$ cat src/rtl/hex_disp_pkg.sv
// -----------------------------------------------------------------------------
// hex_disp_pkg
// Shared types and constants for the multi-digit 7-segment display controller.
//   state_t    : controller FSM states
//   MODE_*     : write mode encoding (hex / decimal)
//   SEG_*      : active-high glyphs (bit 0 = seg a ... bit 6 = seg g)
//   BCD_DIGITS : digits held by the binary-to-BCD converter (covers 32-bit values)
//   seg_encode : nibble -> active-high segment pattern (0-9, A, b, C, d, E, F)
// -----------------------------------------------------------------------------
package hex_disp_pkg;

    typedef enum logic [1:0] {
        IDLE    = 2'd0,
        CONVERT = 2'd1,
        COMMIT  = 2'd2
    } state_t;

    localparam logic MODE_HEX = 1'b0;
    localparam logic MODE_DEC = 1'b1;

    localparam logic [6:0] SEG_BLANK = 7'h00;
    localparam logic [6:0] SEG_DASH  = 7'h40;

    localparam int BCD_DIGITS = 10;

    function automatic logic [6:0] seg_encode(input logic [3:0] nibble);
        logic [6:0] seg;
        case (nibble)
            4'h0:    seg = 7'h3F;
            4'h1:    seg = 7'h06;
            4'h2:    seg = 7'h5B;
            4'h3:    seg = 7'h4F;
            4'h4:    seg = 7'h66;
            4'h5:    seg = 7'h6D;
            4'h6:    seg = 7'h7D;
            4'h7:    seg = 7'h07;
            4'h8:    seg = 7'h7F;
            4'h9:    seg = 7'h6F;
            4'hA:    seg = 7'h77;
            4'hB:    seg = 7'h7C;
            4'hC:    seg = 7'h39;
            4'hD:    seg = 7'h5E;
            4'hE:    seg = 7'h79;
            4'hF:    seg = 7'h71;
            default: seg = SEG_BLANK;
        endcase
        return seg;
    endfunction

endpackage

$ cat src/rtl/bin2bcd_seq.sv
// -----------------------------------------------------------------------------
// bin2bcd_seq
// Sequential double-dabble converter: one add-3-then-shift step per clock,
// exactly DATA_W steps after a start pulse.
//   clk, reset : clock and synchronous active-high reset (aborts a conversion)
//   start      : load data and begin a conversion (restarts if already running)
//   data       : unsigned binary input, sampled with start
//   done       : high in the cycle whose closing edge performs the final step;
//                bcd is complete after that edge and held until the next start
//   bcd        : BCD_DIGITS packed BCD digits, digit i at [4i+3:4i]
// -----------------------------------------------------------------------------
module bin2bcd_seq
    import hex_disp_pkg::*;
#(
    parameter int DATA_W = 32
)
(
    input  logic                    clk,
    input  logic                    reset,
    input  logic                    start,
    input  logic [DATA_W-1:0]       data,
    output logic                    done,
    output logic [BCD_DIGITS*4-1:0] bcd
);

    localparam int               CNT_W     = $clog2(DATA_W + 1);
    localparam logic [CNT_W-1:0] LAST_STEP = CNT_W'(DATA_W - 1);
    localparam int               SH_W      = BCD_DIGITS * 4 + DATA_W;

    logic [DATA_W-1:0]       bin_r;
    logic [BCD_DIGITS*4-1:0] bcd_r;
    logic [BCD_DIGITS*4-1:0] adj_s;
    logic [SH_W-1:0]         shift_s;
    logic [CNT_W-1:0]        cnt_r;
    logic                    run_r;

    // add 3 to every BCD digit of 5 or more, then shift the whole {bcd, bin} left
    always_comb begin
        adj_s = bcd_r;
        for (int i = 0; i < BCD_DIGITS; i++) begin
            if (bcd_r[4*i +: 4] >= 4'd5) begin
                adj_s[4*i +: 4] = bcd_r[4*i +: 4] + 4'd3;
            end else begin
                adj_s[4*i +: 4] = bcd_r[4*i +: 4];
            end
        end
        shift_s = {adj_s, bin_r} << 1;
    end

    // load on start, then step until the last of DATA_W shifts
    always_ff @(posedge clk) begin
        if (reset) begin
            bin_r <= '0;
            bcd_r <= '0;
            cnt_r <= '0;
            run_r <= 1'b0;
        end else if (start) begin
            bin_r <= data;
            bcd_r <= '0;
            cnt_r <= '0;
            run_r <= 1'b1;
        end else if (run_r) begin
            {bcd_r, bin_r} <= shift_s;
            cnt_r          <= cnt_r + CNT_W'(1);
            if (cnt_r == LAST_STEP) begin
                run_r <= 1'b0;
            end else begin
                run_r <= 1'b1;
            end
        end else begin
            run_r <= 1'b0;
        end
    end

    assign done = run_r && (cnt_r == LAST_STEP);
    assign bcd  = bcd_r;

endmodule

$ cat src/rtl/hex_display_ctrl.sv
// -----------------------------------------------------------------------------
// hex_display_ctrl
// NUM_DIGITS-wide 7-segment driver for the DE2 HEX banks. A value written over
// the strobe interface is shown in hex, or in decimal after a sequential
// binary-to-BCD conversion, with optional leading-zero blanking and an
// all-dash overflow indication. One pending write is buffered while busy.
//   CLOCK_50    : clock, rising edge
//   reset       : synchronous active-high reset
//   wr_en       : one-cycle write strobe; wr_data/wr_mode/wr_blank_lz sampled with it
//   blink_mask  : per-digit blink enable (used only with HEX_DISP_BLINK_EN)
//   busy        : decimal conversion in progress
//   overflow    : displayed value does not fit in NUM_DIGITS digits
//   hex_out     : digit k at [7k+6:7k], bit 0 = seg a ... bit 6 = seg g
// Build option: define HEX_DISP_BLINK_EN to add the blink timebase and masking.
// -----------------------------------------------------------------------------
module hex_display_ctrl
    import hex_disp_pkg::*;
#(
    parameter int NUM_DIGITS = 8,
    parameter int DATA_W     = 32,
    parameter bit ACTIVE_LOW = 1'b1,
    parameter int BLINK_DIV  = 25_000_000
)
(
    input  logic                    CLOCK_50,
    input  logic                    reset,
    input  logic                    wr_en,
    input  logic [DATA_W-1:0]       wr_data,
    input  logic                    wr_mode,
    input  logic                    wr_blank_lz,
    input  logic [NUM_DIGITS-1:0]   blink_mask,
    output logic                    busy,
    output logic                    overflow,
    output logic [7*NUM_DIGITS-1:0] hex_out
);

    localparam int EXT_W = 4 * NUM_DIGITS + DATA_W;

    state_t                      state_r, state_next_s;
    logic [DATA_W-1:0]           cur_data_r, pend_data_r, job_data_s;
    logic                        cur_mode_r, pend_mode_r, job_mode_s;
    logic                        cur_blz_r, pend_blz_r, job_blz_s;
    logic                        pend_valid_r;
    logic                        take_s, pend_wr_s, pend_clr_s, commit_s;
    logic                        conv_start_s, conv_done_s;
    logic [BCD_DIGITS*4-1:0]     conv_bcd_s;
    logic [EXT_W-1:0]            hex_ext_s;
    logic [NUM_DIGITS-1:0][3:0]  nib_s;
    logic [3:0]                  msd_s;
    logic                        ovf_next_s;
    logic [7*NUM_DIGITS-1:0]     seg_next_s, seg_r, disp_s;
    logic                        ovf_r, busy_r;

    bin2bcd_seq #(.DATA_W(DATA_W)) u_bin2bcd (
        .clk   (CLOCK_50),
        .reset (reset),
        .start (conv_start_s),
        .data  (job_data_s),
        .done  (conv_done_s),
        .bcd   (conv_bcd_s)
    );

    // FSM next state, job selection (new write or pending entry) and pending-slot control
    always_comb begin
        state_next_s = state_r;
        take_s       = 1'b0;
        job_data_s   = wr_data;
        job_mode_s   = wr_mode;
        job_blz_s    = wr_blank_lz;
        pend_wr_s    = 1'b0;
        pend_clr_s   = 1'b0;
        commit_s     = 1'b0;
        case (state_r)
            IDLE: begin
                if (wr_en) begin
                    // a fresh write supersedes anything still pending
                    take_s     = 1'b1;
                    pend_clr_s = pend_valid_r;
                end else if (pend_valid_r) begin
                    take_s     = 1'b1;
                    pend_clr_s = 1'b1;
                    job_data_s = pend_data_r;
                    job_mode_s = pend_mode_r;
                    job_blz_s  = pend_blz_r;
                end else begin
                    take_s = 1'b0;
                end
            end
            CONVERT: begin
                pend_wr_s = wr_en;
                if (conv_done_s) begin
                    state_next_s = COMMIT;
                end else begin
                    state_next_s = CONVERT;
                end
            end
            COMMIT: begin
                commit_s     = 1'b1;
                pend_wr_s    = wr_en;
                state_next_s = IDLE;
                if (pend_valid_r) begin
                    take_s     = 1'b1;
                    pend_clr_s = 1'b1;
                    job_data_s = pend_data_r;
                    job_mode_s = pend_mode_r;
                    job_blz_s  = pend_blz_r;
                end else begin
                    take_s = 1'b0;
                end
            end
            default: begin
                state_next_s = IDLE;
            end
        endcase
        if (take_s) begin
            state_next_s = (job_mode_s == MODE_DEC) ? CONVERT : COMMIT;
        end else begin
            state_next_s = state_next_s;
        end
    end

    assign conv_start_s = take_s && (job_mode_s == MODE_DEC);

    // state register and current-job latch
    always_ff @(posedge CLOCK_50) begin
        if (reset) begin
            state_r    <= IDLE;
            cur_data_r <= '0;
            cur_mode_r <= MODE_HEX;
            cur_blz_r  <= 1'b0;
        end else begin
            state_r <= state_next_s;
            if (take_s) begin
                cur_data_r <= job_data_s;
                cur_mode_r <= job_mode_s;
                cur_blz_r  <= job_blz_s;
            end
        end
    end

    // one-entry pending slot: a write always wins over a same-cycle consume
    always_ff @(posedge CLOCK_50) begin
        if (reset) begin
            pend_valid_r <= 1'b0;
            pend_data_r  <= '0;
            pend_mode_r  <= MODE_HEX;
            pend_blz_r   <= 1'b0;
        end else if (pend_wr_s) begin
            pend_valid_r <= 1'b1;
            pend_data_r  <= wr_data;
            pend_mode_r  <= wr_mode;
            pend_blz_r   <= wr_blank_lz;
        end else if (pend_clr_s) begin
            pend_valid_r <= 1'b0;
        end else begin
            pend_valid_r <= pend_valid_r;
        end
    end

    // digit extraction, overflow, leading-zero blanking and glyph encoding
    always_comb begin
        hex_ext_s  = EXT_W'(cur_data_r);
        nib_s      = '0;
        msd_s      = 4'd0;
        seg_next_s = '0;
        for (int k = 0; k < NUM_DIGITS; k++) begin
            if (cur_mode_r == MODE_DEC) begin
                nib_s[k] = conv_bcd_s[4*k +: 4];
            end else begin
                nib_s[k] = hex_ext_s[4*k +: 4];
            end
        end
        if (cur_mode_r == MODE_DEC) begin
            ovf_next_s = (conv_bcd_s >> (4 * NUM_DIGITS)) != '0;
        end else begin
            ovf_next_s = (hex_ext_s >> (4 * NUM_DIGITS)) != '0;
        end
        // msd_s stays 0 for a zero value so digit 0 is never blanked
        for (int k = 0; k < NUM_DIGITS; k++) begin
            if (nib_s[k] != 4'd0) begin
                msd_s = 4'(k);
            end else begin
                msd_s = msd_s;
            end
        end
        for (int k = 0; k < NUM_DIGITS; k++) begin
            if (ovf_next_s) begin
                seg_next_s[7*k +: 7] = SEG_DASH;
            end else if (cur_blz_r && (4'(k) > msd_s)) begin
                seg_next_s[7*k +: 7] = SEG_BLANK;
            end else begin
                seg_next_s[7*k +: 7] = seg_encode(nib_s[k]);
            end
        end
    end

    // display, overflow and busy registers
    always_ff @(posedge CLOCK_50) begin
        if (reset) begin
            seg_r  <= {NUM_DIGITS{SEG_BLANK}};
            ovf_r  <= 1'b0;
            busy_r <= 1'b0;
        end else begin
            if (commit_s) begin
                seg_r <= seg_next_s;
                ovf_r <= ovf_next_s;
            end
            // lags the FSM by one cycle so busy covers the commit of a decimal job
            busy_r <= (state_r == CONVERT) ||
                      ((state_r == COMMIT) && (cur_mode_r == MODE_DEC));
        end
    end

`ifdef HEX_DISP_BLINK_EN
    localparam int BLINK_W = $clog2(BLINK_DIV + 1);

    logic [BLINK_W-1:0] blink_cnt_r;
    logic               blink_off_r;

    // free-running blink timebase, phase toggles every BLINK_DIV cycles
    always_ff @(posedge CLOCK_50) begin
        if (reset) begin
            blink_cnt_r <= '0;
            blink_off_r <= 1'b0;
        end else if (blink_cnt_r == BLINK_W'(BLINK_DIV - 1)) begin
            blink_cnt_r <= '0;
            blink_off_r <= ~blink_off_r;
        end else begin
            blink_cnt_r <= blink_cnt_r + BLINK_W'(1);
        end
    end

    // blank masked digits during the off phase
    always_comb begin
        disp_s = seg_r;
        for (int k = 0; k < NUM_DIGITS; k++) begin
            if (blink_off_r && blink_mask[k]) begin
                disp_s[7*k +: 7] = SEG_BLANK;
            end else begin
                disp_s[7*k +: 7] = seg_r[7*k +: 7];
            end
        end
    end
`else
    logic unused_s;
    assign unused_s = ^{blink_mask, 32'(BLINK_DIV)};

    // no blinking: the registered display passes straight through
    always_comb begin
        disp_s = seg_r;
    end
`endif

    assign hex_out  = ACTIVE_LOW ? ~disp_s : disp_s;
    assign overflow = ovf_r;
    assign busy     = busy_r;

endmodule

$ cat config.mk
export PLATFORM = sky130hd
export DESIGN_NAME = hex_display_ctrl
export DESIGN_NICKNAME = d
export VERILOG_FILES = /design/src/rtl/hex_disp_pkg.sv /design/src/rtl/bin2bcd_seq.sv /design/src/rtl/hex_display_ctrl.sv
export SDC_FILE = /design/constraint.sdc
export NUM_CORES = 1
export LEC_CHECK = 0
export BUFFER_PORTS_ARGS = -buffer_cell sky130_fd_sc_hd__buf_2
export CAP_MARGIN = 20
export CORE_ASPECT_RATIO = 0.8
export CORE_MARGIN = 2
export CORE_UTILIZATION = 48
export DETAILED_ROUTE_END_ITERATION = 6
export PLACE_DENSITY_LB_ADDON = 0.12
export SYNTH_ARGS = -nofsm -noshare
export SYNTH_HDL_FRONTEND = slang
export SYNTH_HIERARCHICAL = 1
export SYNTH_SLANG_ARGS = --single-unit
$ cat constraint.sdc
create_clock -name CLOCK_50 -period 3.8 [get_ports CLOCK_50]
set_input_delay 0 -clock CLOCK_50 [delete_from_list [all_inputs] [get_ports CLOCK_50]]
set_output_delay 0 -clock CLOCK_50 [all_outputs]
set_load 0.02 [all_outputs]
==> impl_metrics.csv <==
group,metric,value,unit
drt,wl_per_cell,16.1,um
worst_setup_path,worstSetupPathType,"reg -> reg",
worst_hold_path,holdPathStages,4,
pwr,power,7.06,mW
outcome,status,"finished clean",
layout,nets,1705,
drt,postRouteAntennaNets,0,
worst_setup_path,crit_buf_inv,0,
synthesis,async_flop_share,0,%
synthesis,ys_seq_elements,208,
global_route,grt_pass1_vias,9759,
placement,gp_congestion,0.908,
drt,via_per_inst,5.56,
pwr,p_sw,2.37,mW
synthesis,synth_ff_type,"dfxtp_1",
layout,area_delta_synth_final,15.3,%
sta,hold_viol_final,0,
clocking,clk_latency,520,ps
sta,tightest_slew,959,ps
synthesis,avgSynthCellArea,8.16,um^2
worst_setup_path,path_depth,7,
clocking,cts_num_sinks,208,
floorplan,die_height,147,um
worst_setup_path,slowest_stage,"dfxtp_4",
pwr,vdd_drop_max,0.338,mV
drt,drt_pass1_iterations,6,
pwr,pwr-share-clk,34.7,%
global_route,grt_pass1_wl,50400,um
clocking,htreeDepth,1,
pwr,p_leak,5.35,nW
layout,nFillCells,2369,
worst_setup_path,end_kind,"flop",
flow_run,drv_cap,0,
sta,rsz0062_at_grt,"no",
worst_hold_path,worstHoldPathType,"in -> reg",
synthesis,synth_top_area_share,34.1,%
layout,drive_above_1_share,15.6,%
sta,finalSetupViolCount,0,
floorplan,io_pins,103,
global_route,antenna_found_initial,0,
synthesis,synth_edf_count,0,
synthesis,synth.distinct_cells,80,
synthesis,synth_cells,1496,
sta,maxSlewHeadroom,36.1,%
placement,postPlaceCellArea,12900,um^2
sta,period_minus_slack,3220,ps
global_route,grt_max_degree,100,
synthesis,yosysSeqAreaShare,34.1,%
worst_setup_path,cp.arrival,3630,ps
pwr,p_int,4.69,mW
worst_setup_path,critPathMaxStageDelay,750,ps
pwr,netSwitchingFraction,33.6,%
clocking,cts-root-buf,"clkbuf_16",
global_route,overflow,0,
clocking,cts.path.max_buffers,3,
sta,post-route-period-util,84.8,%
sta,drv_slew,0,
sta,fin_setup_tns,0,ps
drt,drtIter0Drc,684,
worst_setup_path,worstPathRequired,4210,ps
synthesis,yosysWarnings,6,
placement,place_ws,595,ps
clocking,clk_pin_slew,60,ps
synthesis,yosys.area.top_type,"dfxtp_1",
synthesis,syn_nets,1611,
clocking,cts_buffers,24,
layout,design_area,14100,um^2
drt,num_vias,10735,
sta,max_freq,310,MHz
global_route,track_usage,22.8,%
layout,n_antenna_cell,0,
worst_setup_path,r2r.worst_path.cells,7,
worst_setup_path,crit_family,"simple AND/OR/NAND/NOR gates",
floorplan,floorplan.die.width,182,um
sta,finalClockSkew,10.6,ps
layout,layout_commonest_cell,"nand2_1",
drt,wirelength,31200,um
floorplan,core,25100,um^2
synthesis,synth.top_cells.by_area,"dfxtp_1, nand2_1, ha_1",
sta,finalWorstSetupSlack,578,ps
floorplan,die_area,26700,um^2
pwr,seqPwrFrac,37.7,%
synthesis,syn_area,12200,um^2
layout,mostFrequentLayoutCells,"nand2_1, dfxtp_1, a21oi_1, inv_1, buf_2",
worst_setup_path,cp-start-kind,"flop",
floorplan,rows,52,
worst_setup_path,crit_chain,"mux2i_1 > ha_1 > nor4bb_1 > o221ai_1 > nor4_4 > nor2_1 > a32o_1",
drt,drc,0,
pwr,p_per_area,501,nW/um^2
pwr,combPwrFrac,27.6,%
placement,port_buffers,94,
floorplan,start_util,48.6,%
clocking,cts_tree,"yes",
placement,dp_hpwl,21500,um
worst_setup_path,path_max_fanout,38,
==> Yosys cell counts (9+ instances only) <==
cell type  count
a2111o_1      16
a211oi_1      13
a21oi_1      145
a22o_1        46
a31oi_1       19
buf_2         18
buf_6         11
clkbuf_1      53
dfxtp_1      208
ha_1          70
inv_1        110
mux2_2        43
mux2i_1       49
nand2_1      287
nand2b_1      19
nand3_1       34
nor2_1        60
nor3_1        10
nor3b_1        9
o211ai_1      19
o21a_1        11
o21ai_0       54
o32ai_1        9
or3_1         12
or3b_2         9
==> final cells by class <==
cell class	count	area (um^2)	share of cell area, %
clock buffers	36	746	5.30
inverters	112	420	2.99
flip-flops and latches	208	4170	29.6
repair buffers	156	1050	7.45
multi-input cells	1088	7180	51.0
clock inverters	8	104	0.738
well taps	324	405	2.88
==> worst reg2reg max path, delay by kind of cell (launching register included) <==
kind | cells | cell delay, ps
mux | 1 | 660
fa+ha+maj | 1 | 300
flops | 1 | 750
simple gates | 3 | 860
compound gates | 2 | 540
==> per-stage QoR <==
step	cells	hold slack, ps	util (%)
2_1_floorplan	1496	136	-
3_3_place_gp	1851	251	51.2
3_5_place_dp	1852	258	51.2
4_1_cts	1932	248	56.1
5_1_grt	1932	273	56.1
6_report	1932	273	56.1
==> repair_timing <==
item                      CTS  global route
resized for setup           0             0
setup buffers               0             0
hold buffers               36             0
hold endpoints to repair  118             0
==> logic make-up (layout without fill, tap and decap cells) <==
| kind of cell | Yosys count | count (layout) | share of synthesized area, % |
|---|---|---|---|
| buffers and inverters | 200 | 312 | 7.07 |
| adders and majority gates | 70 | 70 | 7.18 |
| muxes | 101 | 101 | 9.29 |
| xor gates and xnor gates | 11 | 11 | 0.789 |
| DFF | 208 | 208 | 34.1 |
| and+or+nand+nor | 501 | 501 | 19.2 |
| AOI/OAI and AO/OA | 405 | 405 | 22.3 |
==> worst paths after layout <==
kind	slack, ps	startpoint	endpoint
setup / recovery	580	cur_mode_r	disp_s[15]
hold / removal	270	wr_data[17]	pend_data_r[17]
setup reg to reg	580	cur_mode_r	disp_s[15]
hold reg to reg	440	disp_s[21]	disp_s[21]
==> metal layers <==
layer	GRT usage (%)	share of wire, %	up-vias
met2	34.2	43	248
li1	-	-	5462
met1	33.7	50	4981
met3	3.57	5.0	44
met4	6.17	2.6	0
met5	0	0	-
==> state kept, by name (all words and copies together), names as in the netlist <==
signal,cells
pend_data_r,32
busy,1
pend_blz_r,1
cur_mode_r,1
u_bin2bcd/bin_r,32
u_bin2bcd/bcd,40
pend_valid_r,1
disp_s,56
pend_mode_r,1
cur_data_r,32
u_bin2bcd/run_r,1
overflow,1
u_bin2bcd/cnt_r,6
cur_blz_r,1
state_r,2
==> power groups by stage <==
stage	Clock (mW)	Combinational, mW	Sequential (mW)
3_5_place_dp	0	1.91	2.71
3_3_place_gp	0	1.88	2.70
5_1_grt	2.59	2.16	2.70
6_report	2.45	1.95	2.66
4_1_cts	2.50	1.95	2.66
2_1_floorplan	0	1.50	2.59
Power figures use the tool's default switching activity.
